File: src/rtl/motor_pwm_drive.sv
// Two-wheel PWM motor drive: decodes the 4-bit steering code into per-wheel duty/polarity,
// with glitch-free duty updates and a dead-time interlock. Define MOTOR_SOFT_RAMP_EN for soft duty ramping.
module motor_pwm_drive #(
  parameter int PWM_PERIOD      = 1000,
  parameter int DUTY_FULL       = 1000,
  parameter int DUTY_VEER       = 700,
  parameter int DUTY_HARD       = 400,
  parameter int DEADTIME_CYCLES = 50_000,
  parameter int RAMP_STEP       = 50
) (
  input  logic       clk,
  input  logic       rst_n,
  input  logic [3:0] DIR,
  input  logic       Direction,
  output logic       l_pwm,
  output logic       r_pwm,
  output logic       l_dir,
  output logic       r_dir,
  output logic       illegal_code
);

  localparam int DW = $clog2(PWM_PERIOD + 1);
  localparam int TW = $clog2(DEADTIME_CYCLES + 1);

  localparam logic [DW-1:0] LastCnt  = DW'(PWM_PERIOD - 1);
  localparam logic [TW-1:0] LastDead = TW'(DEADTIME_CYCLES - 1);
  localparam logic [DW-1:0] Full     = DW'(DUTY_FULL);
  localparam logic [DW-1:0] Veer     = DW'(DUTY_VEER);
  localparam logic [DW-1:0] Hard     = DW'(DUTY_HARD);

`ifdef MOTOR_SOFT_RAMP_EN
  localparam bit SoftRamp = 1'b1;
`else
  localparam bit SoftRamp = 1'b0;
`endif

  typedef enum logic {RUN, BRAKE} wheel_state_e;

  typedef struct packed {
    logic [DW-1:0] duty;
    logic          fwd;
  } wheel_tgt_t;

  // Index 0 is the left wheel, index 1 the right wheel.
  logic [3:0]    dir_q;
  logic          direction_q;
  logic [DW-1:0] cnt;
  logic [DW-1:0] cnt_nxt;
  logic          wrap;
  wheel_tgt_t    tgt      [2];
  wheel_state_e  state    [2];
  logic [DW-1:0] duty     [2];
  logic [TW-1:0] dead_cnt [2];
  logic          wdir     [2];
  logic          pwm      [2];

  function automatic logic code_illegal(input logic [3:0] code);
    case (code)
      4'b0000, 4'b1001, 4'b1010, 4'b1011,
      4'b0101, 4'b0110, 4'b0111, 4'b1111: return 1'b0;
      default:                            return 1'b1;
    endcase
  endfunction

  // Without soft ramping the step is unbounded, so the target is taken directly.
  function automatic logic [DW-1:0] next_duty(input logic [DW-1:0] cur, input logic [DW-1:0] target);
    int c;
    int t;
    c = int'(cur);
    t = int'(target);
    if (SoftRamp && (t > c + RAMP_STEP)) return DW'(c + RAMP_STEP);
    if (SoftRamp && (t + RAMP_STEP < c)) return DW'(c - RAMP_STEP);
    return target;
  endfunction

  assign wrap    = (cnt == LastCnt);
  assign cnt_nxt = wrap ? '0 : cnt + 1'b1;

  always_comb begin
    // NOTE: every output of a combinational block gets a default first, so no path can infer a latch.
    tgt[0] = '{duty: '0, fwd: 1'b1};
    tgt[1] = '{duty: '0, fwd: 1'b1};
    case (dir_q)
      4'b0000: begin tgt[0].duty = Full; tgt[1].duty = Full; end
      4'b1001: begin tgt[0].duty = Full; tgt[1].duty = Veer; end
      4'b1010: begin tgt[0].duty = Full; tgt[1].duty = Hard; end
      4'b1011: begin tgt[0].duty = Full; tgt[1].duty = Full; tgt[1].fwd = 1'b0; end
      4'b0101: begin tgt[0].duty = Veer; tgt[1].duty = Full; end
      4'b0110: begin tgt[0].duty = Hard; tgt[1].duty = Full; end
      4'b0111: begin tgt[0].duty = Full; tgt[1].duty = Full; tgt[0].fwd = 1'b0; end
      default: ;
    endcase
    if (!direction_q) begin
      tgt[0].fwd = ~tgt[0].fwd;
      tgt[1].fwd = ~tgt[1].fwd;
    end
  end

  // pwm is registered from next-cycle counter/duty, so it always equals (cnt < duty).
  always_ff @(posedge clk or negedge rst_n) begin
    if (!rst_n) begin
      dir_q        <= 4'b0000;
      direction_q  <= 1'b1;
      illegal_code <= 1'b0;
      cnt          <= '0;
      for (int w = 0; w < 2; w++) begin
        state[w]    <= RUN;
        duty[w]     <= '0;
        dead_cnt[w] <= '0;
        wdir[w]     <= 1'b1;
        pwm[w]      <= 1'b0;
      end
    end else begin
      // NOTE: sequential state uses non-blocking assignments so every register samples pre-edge values.
      dir_q        <= DIR;
      direction_q  <= Direction;
      illegal_code <= code_illegal(DIR) && (DIR != dir_q);
      cnt          <= cnt_nxt;
      for (int w = 0; w < 2; w++) begin
        case (state[w])
          RUN: begin
            if (tgt[w].fwd != wdir[w]) begin
              state[w]    <= BRAKE;
              dead_cnt[w] <= '0;
              duty[w]     <= '0;
              pwm[w]      <= 1'b0;
            end else if (wrap) begin
              duty[w] <= next_duty(duty[w], tgt[w].duty);
              pwm[w]  <= (cnt_nxt < next_duty(duty[w], tgt[w].duty));
            end else begin
              pwm[w] <= (cnt_nxt < duty[w]);
            end
          end
          BRAKE: begin
            // Bridge legs stay off for the whole dead time; a wrap here does not load a duty.
            duty[w] <= '0;
            pwm[w]  <= 1'b0;
            if (dead_cnt[w] == LastDead) begin
              state[w] <= RUN;
              wdir[w]  <= tgt[w].fwd;
            end else begin
              dead_cnt[w] <= dead_cnt[w] + 1'b1;
            end
          end
          default: state[w] <= RUN;
        endcase
      end
    end
  end

  assign l_pwm = pwm[0];
  assign r_pwm = pwm[1];
  assign l_dir = wdir[0];
  assign r_dir = wdir[1];

endmodule
File: config.mk
export PLATFORM = sky130hd
export DESIGN_NAME = motor_pwm_drive
export DESIGN_NICKNAME = d
export VERILOG_FILES = /design/src/rtl/motor_pwm_drive.sv
export SDC_FILE = /design/constraint.sdc
export NUM_CORES = 1
export LEC_CHECK = 0
export CAP_MARGIN = 10
export CORE_MARGIN = 3
export CORE_UTILIZATION = 62
export CTS_CLUSTER_DIAMETER = 100
export DETAILED_ROUTE_END_ITERATION = 12
export PLACE_DENSITY = 0.8
export SYNTH_ARGS = -nofsm -noshare
export SYNTH_HDL_FRONTEND = slang
export SYNTH_SLANG_ARGS = --single-unit
File: constraint.sdc
create_clock -name clk -period 3.6 [get_ports clk]
set_input_delay 0.54 -clock clk [delete_from_list [all_inputs] [get_ports clk]]
set_output_delay 0.54 -clock clk [all_outputs]
set_load 0.03 [all_outputs]
==> summary.txt <==
Outcome -> complete, no violations
Critical path capture point type -> flip-flop
Sequential fraction of design power -> 53.8%
Final wirelength -> 8540 µm
Internal power -> 1.17 mW
Max-slew violations -> 0
CP max stage cell -> nor4_2
Period utilisation layout -> 82.7%
CTS Root Buffer Type -> clkbuf_8
CTS max path bufs -> 2
Post-DR wirelength/cell -> 16.0 µm
Max Cap Viol -> 0
Register area share after synthesis -> 40.7%
Synthesized area per cell -> 9.22 µm²
Vias in the first global route -> 3214
Post-route ant nets -> 0
Synthesized area -> 4070 µm²
Placement Setup Slack -> 720 ps
Top_reg_cell synth -> dfrtp_1
First-pass GRT wire length -> 15100 µm
Final worst clock skew -> 7.34 ps
TritonCTS clock tree -> done
CTS Sinks -> 66
Sw Pwr -> 0.525 mW
Area of the multi-input gates -> 2260 µm²
Worst-Skew Late Latency -> 350 ps
CP required -> 3890 ps
CTS buffer count -> 9
Via count -> 3298
Final Worst Setup Slack -> 624 ps
I/O pin total -> 12
Yosys warnings -> 0
Slew headroom -> 33.2%
RSZ-0062 raised after global routing -> no
Layout net count -> 491
Antenna Cells -> 0
Fin crit period -> 2980 ps
Async set-or-reset flop fraction in the synthesized netlist -> 100%
Worst Hold Class -> in2async
Fillers -> 476
Initial drt markers -> 205
Flops & latches, synth -> 66
Height of the chip -> 87.0 µm
CTS Hold Bufs -> 0
Initial antenna violation count -> 0
Cell Chain, Critical Path -> ha_1 -> nand4b_1 -> nor4_2 -> nor2_1 -> ha_1 -> and4_1 -> o21ai_0 -> a21oi_1 -> a2111oi_0 -> o21a_1
H-tree Lvls -> 3
Remaining DRCs -> 0
Area grow syn2layout -> 8.00%
Top cells by count, synth -> dfrtp_1 (63), nand2_1 (39), nor2_1 (37)
Number of synthesized flops with an enable pin -> 0
Worst-Margin Slew -> 1000 ps
Die Area -> 7570 µm²
Post-cts resize count -> 0
Initial Utilization -> 66.3%
Length of the first detailed-routing pass in iterations -> 4
Hpwl dp -> 6140 µm
Clock share of power -> 31.4%
Width of the die -> 87.0 µm
Most area-hungry cell type in the Yosys netlist -> dfrtp_1
Max Clk Rate -> 336 MHz
Switching part of the total -> 30.9%
Startpoint Class -> flip-flop
Core area -> 6130 µm²
Share of the synthesized area in the top cell type -> 38.8%
I/O Buffers -> 11
FF/Latch Area -> 1660 µm²
Top cells by area, synth -> dfrtp_1 (39%), ha_1 (9.5%), a21oi_1 (3.8%), nand2_1 (3.6%), xor2_1 (3.4%)
Critical path's largest stage delay -> 470 ps
Clock slew at reported path FFs -> 70 ps
Pleak -> 1.87 nW
Final setup vio count -> 0
Syn Nets -> 479
Gate power share -> 14.8%
Worst EP arrival -> 3270 ps
Setup CP Type -> reg2reg
Final Hold Fails -> 0
Overall routing resource usage -> 25.4%
Mapped Cells -> 441
Cell mode on critical path -> ha_1
Worst-path fanout max -> 7
Setup TNS -> 0 ps
Congestion Overflow GR -> 0
Cell Pwr Density -> 387 nW/µm²
Layout cell share with drive strength beyond 1 -> 7.86%
Count leader, synth -> dfrtp_1
Post-CTS setup buffer count -> 0
Gpl congestion -> 0.906
Largest net degree at the start of global routing -> 36
Routed vias/inst -> 6.19
Count of cell types in the netlist -> 53
FP Rows -> 28
Peak supply drop -> 0.000355 V
## flip-flops by register name, summed over array words and instances, names as in the netlist, 2 cells and up
| register | flops |
|---|---|
| dead_cnt | 32 |
| duty | 12 |
| cnt | 10 |
| dir_q | 4 |
| state | 2 |
## layout by cell type, fill, tap and decap left out, types with 10 or more instances in the layout
master and count:
ha_1 31, o21ai_0 19, a21oi_1 31, xor2_1 16
inv_1 20, dfrtp_1 63, nand2b_1 10, nand3_1 21
o211ai_1 10, clkdlybuf4s50_1 10, nand2_1 39, nor2_1 37
or3_1 14
## area by class of cell
type | count | share of cell area [%]
multi-input cells | 339 | 51.4
flip-flops and latches | 66 | 37.7
repair buffers | 16 | 3.25
clock buffers | 11 | 2.99
well taps | 75 | 2.14
inverters | 21 | 1.79
clock inverters | 5 | 0.712
## power by group through the flow
stage	combinational [mW]	sequential [mW]	clock (mW)
2_1_floorplan	0.190	0.897	0
3_3_place_gp	0.239	0.921	0
3_5_place_dp	0.252	0.925	0
4_1_cts	0.253	0.912	0.552
5_1_grt	0.293	0.929	0.584
6_report	0.251	0.914	0.533
## worst max-delay path: cells and delay by family (launching register included)
family | cells | cell delay, ps
AND/OR/NAND/NOR | 4 | 1120
AO/OA/AOI/OAI | 4 | 800
adder cells (fa/ha/maj) | 2 | 610
flip-flops | 1 | 400
## kinds of logic (layout without fill, tap and decap cells)
logic type / after synthesis / in the layout / share of synthesized area [%]
muxes: 5 / 5 / 1.23
xor gates and xnor gates: 24 / 24 / 5.88
DFF: 66 / 66 / 40.7
and+or+nand+nor: 176 / 176 / 22.7
buffers and inverters: 36 / 53 / 3.91
AOI/OAI and AO/OA: 103 / 103 / 16.1
adders and majority gates: 31 / 31 / 9.54
## worst paths after layout
path,from,end,slack (ps),depth (start not counted)
min in group clk,cnt[0],cnt[0],490,1
worst min register to register,cnt[0],cnt[0],490,1
max in group asynchronous,rst_n,r_dir,2370,2
worst max-delay path,cnt[0],r_pwm,620,10
worst min-delay path,rst_n,cnt[0],270,1
worst max register to register,cnt[0],r_pwm,620,10
## layer usage
layer / up-vias / wire [µm] / track usage, % / share of wire [%]
met4: 0 / 159 / 7.51 / 1.9
met5: - / 0 / 0 / 0
li1: 1617 / - / - / -
met3: 17 / 395 / 7.38 / 4.6
met2: 68 / 4020 / 39.8 / 47
met1: 1596 / 3970 / 34.3 / 46
## metrics by stage
stage | total power [mW] | utilization (%) | instances | hold slack, ps | instance area [µm²]
final | 1.70 | 71.6 | 533 | 268 | 4390
after global routing | 1.81 | 71.6 | 533 | 323 | 4390
after CTS | 1.72 | 71.6 | 533 | 288 | 4390
after detailed placement | 1.18 | 69.0 | 517 | 483 | 4230
after global placement | 1.16 | 69.0 | 517 | 475 | 4230
after floorplan | 1.09 | - | 441 | 244 | 4070
Note: power is estimated with default switching activity, not from simulation.
